**src/rtl/pipeline_hazard_ctrl.sv**
```systemverilog
// pipeline_hazard_ctrl
// --------------------
// Stall/flush controller for the in-order pipeline. It sits beside the ID
// stage and decides, every cycle, whether the ID instruction issues into EX,
// stalls, or is killed. A scoreboard tracks registers with outstanding
// long-latency writes (loads, mul/div). FENCE waits until the scoreboard is
// empty and the MDU is idle. An EX-resolved redirect flushes the front end
// for the redirect cycle plus FLUSH_CYCLES further cycles.
//
// Ports:
//   clk, reset_n                 clock, asynchronous active-low reset
//   id_valid                     ID holds a valid instruction
//   id_rs1/id_rs2/id_rd          register indices of the ID instruction
//   id_use_rs1/id_use_rs2        instruction reads rs1 / rs2
//   id_reg_write                 instruction writes rd
//   id_long                      result arrives via late writeback
//   id_mdu                       instruction needs the mul/div unit
//   id_fence                     instruction is FENCE
//   mdu_ready                    mul/div unit can accept an operation
//   ex_redirect                  EX resolved a taken branch/jump
//   wb_valid/wb_rd               long-latency writeback and its destination
//   stall                        hold PC, IF/ID and ID state
//   flush_id / flush_ex          bubble into IF/ID / ID/EX
//   issue                        ID instruction advances into EX
//   sb_busy                      any scoreboard bit set
//   state_o                      FSM state (RUN=0, STALL=1, DRAIN=2, FLUSH=3)
module pipeline_hazard_ctrl #(
  parameter int FLUSH_CYCLES = 1
) (
  input  logic       clk,
  input  logic       reset_n,
  input  logic       id_valid,
  input  logic [4:0] id_rs1,
  input  logic [4:0] id_rs2,
  input  logic [4:0] id_rd,
  input  logic       id_use_rs1,
  input  logic       id_use_rs2,
  input  logic       id_reg_write,
  input  logic       id_long,
  input  logic       id_mdu,
  input  logic       id_fence,
  input  logic       mdu_ready,
  input  logic       ex_redirect,
  input  logic       wb_valid,
  input  logic [4:0] wb_rd,
  output logic       stall,
  output logic       flush_id,
  output logic       flush_ex,
  output logic       issue,
  output logic       sb_busy,
  output logic [1:0] state_o
);

  typedef enum logic [1:0] {
    RUN   = 2'd0,
    STALL = 2'd1,
    DRAIN = 2'd2,
    FLUSH = 2'd3
  } state_t;

  localparam logic [2:0] FLUSH_LOAD = 3'(FLUSH_CYCLES);

  state_t      state_reg, state_next;
  logic [2:0]  cnt_reg, cnt_next;
  // Bit 0 exists only to keep indexing simple; it is held at zero.
  logic [31:0] sb_reg, sb_next;

  logic        rs1_hit, rs2_hit, rd_hit, mdu_hit;
  logic        hazard, fence_block;
  logic [31:0] set_mask, clr_mask;

  // Hazard detection against the scoreboard. The rd term is the WAW stall
  // that also guarantees a set and clear never collide on one bit.
  always_comb begin
    rs1_hit     = id_use_rs1   && (id_rs1 != 5'd0) && sb_reg[id_rs1];
    rs2_hit     = id_use_rs2   && (id_rs2 != 5'd0) && sb_reg[id_rs2];
    rd_hit      = id_reg_write && (id_rd  != 5'd0) && sb_reg[id_rd];
    mdu_hit     = id_mdu && !mdu_ready;
    hazard      = id_valid && (rs1_hit || rs2_hit || rd_hit || mdu_hit);
    fence_block = id_valid && id_fence && ((sb_reg[31:1] != 31'd0) || !mdu_ready);
    issue       = id_valid && !hazard && !fence_block && !ex_redirect &&
                  (state_reg != FLUSH);
  end

  // Scoreboard update: set has priority over clear.
  always_comb begin
    set_mask = 32'd0;
    clr_mask = 32'd0;
    if (issue && id_reg_write && id_long && (id_rd != 5'd0)) begin
      set_mask = 32'd1 << id_rd;
    end
    if (wb_valid && (wb_rd != 5'd0)) begin
      clr_mask = 32'd1 << wb_rd;
    end
    sb_next    = (sb_reg & ~clr_mask) | set_mask;
    sb_next[0] = 1'b0;
  end

  // Next-state and control outputs.
  always_comb begin
    state_next = state_reg;
    cnt_next   = cnt_reg;
    stall      = 1'b0;
    flush_id   = 1'b0;
    flush_ex   = 1'b0;

    if (ex_redirect) begin
      // Redirect overrides everything; a stalled ID instruction is dropped.
      flush_id   = 1'b1;
      flush_ex   = 1'b1;
      cnt_next   = FLUSH_LOAD;
      state_next = (FLUSH_CYCLES == 0) ? RUN : FLUSH;
    end else if (state_reg == FLUSH) begin
      flush_id = 1'b1;
      flush_ex = 1'b1;
      cnt_next = (cnt_reg != 3'd0) ? cnt_reg - 3'd1 : 3'd0;
      // Leave once this cycle consumes the last count so that exactly
      // FLUSH_CYCLES cycles are spent here.
      if (cnt_reg <= 3'd1) begin
        state_next = RUN;
      end
    end else begin
      if (hazard || fence_block) begin
        stall    = 1'b1;
        flush_ex = 1'b1;
      end
      case (state_reg)
        RUN: begin
          if (fence_block)  state_next = DRAIN;
          else if (hazard)  state_next = STALL;
        end
        STALL: begin
          if (hazard)           state_next = STALL;
          else if (fence_block) state_next = DRAIN;
          else                  state_next = RUN;
        end
        DRAIN: begin
          if (fence_block)  state_next = DRAIN;
          else if (hazard)  state_next = STALL;
          else              state_next = RUN;
        end
        default: state_next = RUN;
      endcase
    end
  end

  always_ff @(posedge clk or negedge reset_n) begin
    if (!reset_n) begin
      state_reg <= RUN;
      cnt_reg   <= 3'd0;
      sb_reg    <= 32'd0;
    end else begin
      state_reg <= state_next;
      cnt_reg   <= cnt_next;
      sb_reg    <= sb_next;
    end
  end

  assign sb_busy = |sb_reg[31:1];
  assign state_o = state_reg;

endmodule

```
**config.mk**
```make
export PLATFORM = sky130hd
export DESIGN_NAME = pipeline_hazard_ctrl
export DESIGN_NICKNAME = d
export VERILOG_FILES = /design/src/rtl/pipeline_hazard_ctrl.sv
export SDC_FILE = /design/constraint.sdc
export NUM_CORES = 1
export LEC_CHECK = 0
export ABC_CLOCK_PERIOD_IN_PS = 6200
export CAP_MARGIN = 20
export CORE_AREA = 2 2 74 76
export CTS_CLUSTER_DIAMETER = 80
export CTS_CLUSTER_SIZE = 30
export DETAILED_ROUTE_END_ITERATION = 10
export DIE_AREA = 0 0 76 78
export DONT_BUFFER_PORTS = 1
export HOLD_SLACK_MARGIN = 0.03
export PLACE_DENSITY = 0.79
export SYNTH_ARGS = -nofsm -noshare
export SYNTH_HDL_FRONTEND = slang
export SYNTH_SLANG_ARGS = --single-unit
```
**constraint.sdc**
```tcl
create_clock -name clk -period 6.2 [get_ports clk]
set_input_delay 1.86 -clock clk [delete_from_list [all_inputs] [get_ports clk]]
set_output_delay 1.86 -clock clk [all_outputs]
set_load 0.005 [all_outputs]
```
; After elaboration in Yosys (flattened, before gate mapping)
; Cells that the tools add are included.
[totals]
regBits = 36
input_bits = 32
out_inout_bits = 7
wordCells = 84
[classes]
n_addsub = 1
n_lt_le_gt_ge = 4
n_eq_ne = 6
shifts = 2
n_mux = 28
n_bitwise = 3
reduce_logical = 37
[ops]
columns = cell, count
row1 = $mux 32, 2
row2 = $shl 1x5->32 const A, 2
row3 = $and 32x32->32, 1
row4 = $not 32->32, 1
row5 = $or 32x32->32, 1
row6 = $reduce_bool 31->1, 1
row7 = $reduce_or 31->1, 1
row8 = $reduce_bool 5->1, 4
row9 = $logic_and 1x1->1, 18
row10 = $lt 5x6->1 const B, 3
row11 = $mux 2, 8
row12 = $bmux 1 s5, 3
row13 = $mux 1, 11
row14 = $mux 3, 3
row15 = $pmux 2 s3, 1
row16 = $logic_or 1x1->1, 5
row17 = $ne 5x5->1 const B, 1
row18 = $eq 2x2->1 const B, 2
row19 = $logic_not 1->1, 4
row20 = $le 3x1->1 const B, 1
row21 = $ne 3x2->1 const B, 1
row22 = $reduce_bool 3->1, 1
row23 = $sub 3x1->3 const B, 1
row24 = $eq 2x1->1 const B, 1
row25 = other kinds (4), 4

; Longest topological paths before layout
[logic_depth]
depth_word = 17
depth_mapped = 9
ltp_nobuf = 6

; Worst setup path after synthesis
; Ideal clock, no wire load.
[synth_path]
kind = input to output
start = input port id_rs1[0]
end = output port issue
arrival_ns = 3.655
t_required_ns = 4.340
path_slack_ns = 0.685
path_stages = 7
n_path_buf = 2
cell_sequence = buf_2 -> mux4_2 -> a2111o_1 -> o2111ai_1 -> o21ai_2 -> buf_2 -> nor3_1
[synth_via]
elab_chain_len = 12
elab_cells_between_ends = 14
[synth_lines]
columns = element, line
row1 = from (decl), 33  ; input logic [4:0] id_rs1,
row2 = $bmux 1 s5 / $reduce_bool 5->1 (equally long branches), 75  ; rs1_hit = id_use_rs1 && (id_rs1 != 5'd0) && sb_reg[id_rs1];
row3 = $mux 1 (implied by the code) / $logic_and 1x1->1 (equally long branches), 75
row4 = $logic_and 1x1->1 *, 75
row5 = $logic_or 1x1->1 * (3 in a row), 79  ; hazard = id_valid && (rs1_hit || rs2_hit || rd_hit || mdu_hit);
row6 = $logic_and 1x1->1 *, 79
row7 = $logic_not 1->1 *, 81  ; issue = id_valid && !hazard && !fence_block && !ex_redirect &&
row8 = $logic_and 1x1->1 * (4 in a row), 81
row9 = to (decl), 49  ; output logic issue,
; Every way passes the cells marked *; elsewhere a longest branch is shown, timed or not. The select of a mux whose other input is x is not followed.

; Worst setup path in the final report
[layout_path]
start = input port id_rd[0]
end = output port flush_ex
[layout_via]
elab_chain_len = 10
elab_cells_between_ends = 12
[layout_lines]
columns = element, line
row1 = from (decl), 35  ; input logic [4:0] id_rd,
row2 = $bmux 1 s5 / $reduce_bool 5->1 (equally long branches), 77  ; rd_hit = id_reg_write && (id_rd != 5'd0) && sb_reg[id_rd];
row3 = $mux 1 (implied by the code) / $logic_and 1x1->1 (equally long branches), 77
row4 = $logic_and 1x1->1 *, 77
row5 = $logic_or 1x1->1 * (2 in a row), 79
row6 = $logic_and 1x1->1 *, 79
row7 = $logic_or 1x1->1 *, 123  ; if (hazard || fence_block) begin
row8 = $mux 1 *, 123
row9 = $mux 1 *, 113  ; end else if (state_reg == FLUSH) begin
row10 = $mux 1 *, 107  ; if (ex_redirect) begin
row11 = to (decl), 48  ; output logic flush_ex,
; Marked as above.

==> key figures <==
Synthesis
  • Summed instance area of the synthesized netlist: 3000 um2
  • Share of flip-flops with an asynchronous set or reset after synthesis: 100%
  • Synthesis warning total: 0
  • Leading cell types by count after synthesis: sky130_fd_sc_hd__dfrtp_1 (36), sky130_fd_sc_hd__nand4_1 (33), sky130_fd_sc_hd__o21ai_0 (32), sky130_fd_sc_hd__o21ai_1 (32), sky130_fd_sc_hd__nand2_1 (22)
  • Top flip-flop cell by instance count after synthesis: sky130_fd_sc_hd__dfrtp_1
  • Netlist cell types: 51
  • EDFF count, synth: 0
  • Average cell area after synthesis: 8.82 um2
  • Most numerous cell in the Yosys netlist: sky130_fd_sc_hd__dfrtp_1
  • Top cells by area, synth: sky130_fd_sc_hd__dfrtp_1 (30%), sky130_fd_sc_hd__mux4_2 (14%), sky130_fd_sc_hd__nand4_1 (6.9%), sky130_fd_sc_hd__o21ai_0 (5.3%), sky130_fd_sc_hd__o21ai_1 (5.3%)
  • Cell count after synthesis: 340
  • Cell accounting for the most synthesized area: sky130_fd_sc_hd__dfrtp_1
  • Post-synthesis sequential area ratio: 30.0%
  • Proportion of netlist area held by the largest area contributor: a little under a third
  • Flip-flop and latch count after synthesis: 36
  • Syn_nets: ~370

Finish
  • Share of final-layout standard cells stronger than drive strength 1: 10.7%
  • Number of inserted filler cells in the final layout: 434
  • Nets: 360
  • Growth of design area from synthesis to finish: 3.42%
  • Max reg flops: 31
  • Register area: ~900 um2
  • Area of the multi-input gates: between 1500 and 2000 um2

Timing
  • Final Critical Period: roughly 5.2 ns
  • Slew at the pin with the worst max-slew slack: 0.460 ns
  • Maximum clock rate: a little under 200 MHz
  • Endpoints failing hold: 0
  • Final-report max-slew violation count: 0
  • Period utilisation layout: 83.4%
  • Final-layout setup total negative slack: 0 ns
  • Setup Skew: about 0.0059 ns
  • Unrepaired setup endpoints after global routing: false
  • Count of endpoints failing setup in the final report: 0
  • Relative slew slack: 68.9%

Floorplan
  • I/O pin cnt: 39
  • Vertical die dimension: 78 um
  • Number of placement rows: 26
  • Initial Utilization: about 60%
  • Die Wd: ~76 um
  • Placeable core region: roughly 5000 um2
  • Die ar.: 5930 um2

Global route
  • GRT Util Overall: 31.4%
  • Vias in the first global route: between 2k and 3k
  • Global-route wire length before repair: 14700 um
  • Maximum number of pins on one net before global-route repair: 37
  • Antenna violations before repair: 0
  • Total global routing overflow: 0

Route
  • Met1 WL: between 3000 and 4000 um
  • Number of search-and-repair iterations in the first detailed-routing pass: 5
  • Number of vias per cell: 7.42
  • Detailed-route DRC error count: 0
  • Per-cell routed wire length: 22.3 um
  • DRC marker count from the first detailed-route iteration: 359
  • Count of nets left with antenna violations after detail routing: 0
  • Max layer used: met4
  • Total vias in the final route: 2955
  • Met2 routed wirelength: ~4100 um
  • Routed length on met3: 956 um
  • Aggregate routed wire length: 8870 um

Power and ir drop
  • Switching power summed over all nets: 0.160 mW
  • Pwr/cell area: 173 nW/um2
  • Maximum resistive drop on vdd: about 140 uV
  • Relative contribution of combinational cells to total power: 19.9%
  • Sequential share of power: between 40% and 50%
  • Internal power contribution: 0.377 mW
  • Overall power: 0.537 mW
  • Clock network fraction of total power: between 30% and 40%
  • Share of total power consumed by net switching: 29.7%
  • Cell leakage power: ~1.2 nW

Worst setup path
  • Startpoint of the lowest-slack register-to-register path: sb_reg[7]
  • Launching instance or port of the critical path: id_rd[0]
  • FF-to-FF End: state_o[1]
  • Reg2Reg Setup Slack: between 3 and 4 ns
  • Launching element type of the critical path: input port
  • Maximum fanout encountered on the critical timing path: 14
  • Endpoint kind of the worst setup timing path: primary output
  • CP Data Arrival Time: 3.31 ns
  • Required time reported for the critical path endpoint: about 4.3 ns
  • Depth of the most critical reg-to-reg path: 7
  • Type of the setup path with the least slack: input port to primary output

Min path
  • Min-delay worst type: flop to flop
  • Depth of the worst hold-timing path: 1
  • Hold path endpoint: cnt_reg[0]
  • Launch instance of the worst min-delay path: cnt_reg[0]

Clocking
  • Number of buffers inserted to repair setup after CTS: 0
  • Number of gates given a new drive strength after cts: 0
  • Number of hold-repair buffers added at the cts stage: 0
  • TritonCTS clock tree: yes
  • TritonCTS Buffers: 5
  • CTS H-tree depth: 2
  • Clock slew seen by the registers of the worst setup and hold paths: 0.07 ns
  • Total clock sinks: 36
  • Clk Latency, worst-skew pair: 0.29 ns
  • CTS root buf: sky130_fd_sc_hd__clkbuf_8
  • CTS Buffer Depth: 2

Outcome
  • Run status: finished clean

Placed design
  • Weighted congestion at the end of routability-driven global placement: 0.969
  • Post-DP HPWL: 6400 um
  • IO buf count: 0

Flow run
  • Max-cap violation count: 0
## final cells by class
class	count	area share, %
Sequential cell	36	29.0
Antenna cell	1	0.0807
Inverter	7	0.847
Tap cell	70	2.82
Timing Repair Buffer	4	0.968
Multi-Input combinational cell	272	63.3
Clock buffer	8	2.90
## power groups by stage
stage                     combinational [mW]  sequential (mW)  clock [mW]
after floorplan                       0.0954            0.255           0
final                                  0.107            0.257       0.173
after global routing                   0.117            0.258       0.186
after global placement                 0.101            0.260           0
after CTS                              0.105            0.256       0.174
after detailed placement               0.104            0.261           0
## placed cells by master (no fill, tap or decap), types with 3 or more instances in the layout
master,instances
sky130_fd_sc_hd__nor2_1,13
sky130_fd_sc_hd__dfrtp_1,36
sky130_fd_sc_hd__o21ai_0,32
sky130_fd_sc_hd__mux4_2,19
sky130_fd_sc_hd__nand2b_1,7
sky130_fd_sc_hd__clkbuf_8,6
sky130_fd_sc_hd__nor2b_1,6
sky130_fd_sc_hd__nand2_1,22
sky130_fd_sc_hd__o21ai_1,31
sky130_fd_sc_hd__a21oi_1,4
sky130_fd_sc_hd__nor3_1,15
sky130_fd_sc_hd__inv_1,7
sky130_fd_sc_hd__buf_4,4
sky130_fd_sc_hd__nand4_1,33
sky130_fd_sc_hd__o211ai_1,3
sky130_fd_sc_hd__mux2_1,3
sky130_fd_sc_hd__nand3_1,6
sky130_fd_sc_hd__and3_1,17
sky130_fd_sc_hd__a211oi_1,3
sky130_fd_sc_hd__mux2i_1,11
sky130_fd_sc_hd__nor4_1,10
## how the worst max path moves through the flow
| stage | end | cells after the start | slack [ns] |
|---|---|---|---|
| final | flush_ex | 6 | 1.03 |
| after global routing | issue | 6 | 0.96 |
| after CTS | flush_ex | 6 | 1.04 |
| after detailed placement | flush_ex | 6 | 1.04 |
| after global placement | issue | 5 | 1.09 |
| after floorplan | issue | 7 | 0.68 |
## metrics by stage
| stage | hold WS, ns | utilization, % | cells | worst slack (ns) | instance area [um2] |
|---|---|---|---|---|---|
| 2_1_floorplan | 0.506 | - | 340 | 0.685 | 3000 |
| 5_1_grt | 0.601 | 61.5 | 397 | 0.955 | 3100 |
| 6_report | 0.558 | 61.5 | 398 | 1.03 | 3100 |
| 3_5_place_dp | 0.545 | 59.7 | 389 | 1.04 | 3010 |
| 4_1_cts | 0.561 | 61.5 | 397 | 1.04 | 3100 |
| 3_3_place_gp | 0.522 | 59.7 | 389 | 1.09 | 3010 |
## worst max-delay path, stage by stage
cell and delay (ns):
sky130_fd_sc_hd__mux4_2 0.47, sky130_fd_sc_hd__a21boi_1 0.14, sky130_fd_sc_hd__o32a_1 0.29, sky130_fd_sc_hd__o211ai_2 0.22
sky130_fd_sc_hd__nand3_1 0.11, sky130_fd_sc_hd__o22a_1 0.22
## routing by layer
layer | vias to the layer above | track usage, %
met3 | 23 | 9.65
li1 | 1306 | -
met4 | 0 | 11.6
met5 | - | 0
met2 | 192 | 48.3
met1 | 1434 | 42.1
## logic make-up (layout without fill, tap and decap cells)
kind of cell	Yosys count	count (layout)	synth area share (%)
AOI/OAI and AO/OA	94	94	18.6
and+or+nand+nor	142	142	26.5
buffers and inverters	32	19	4.59
muxes	34	34	19.4
adders and majority gates	2	2	0.834
DFF	36	36	30.0
other	0	1	0
Power figures use the tool's default switching activity.
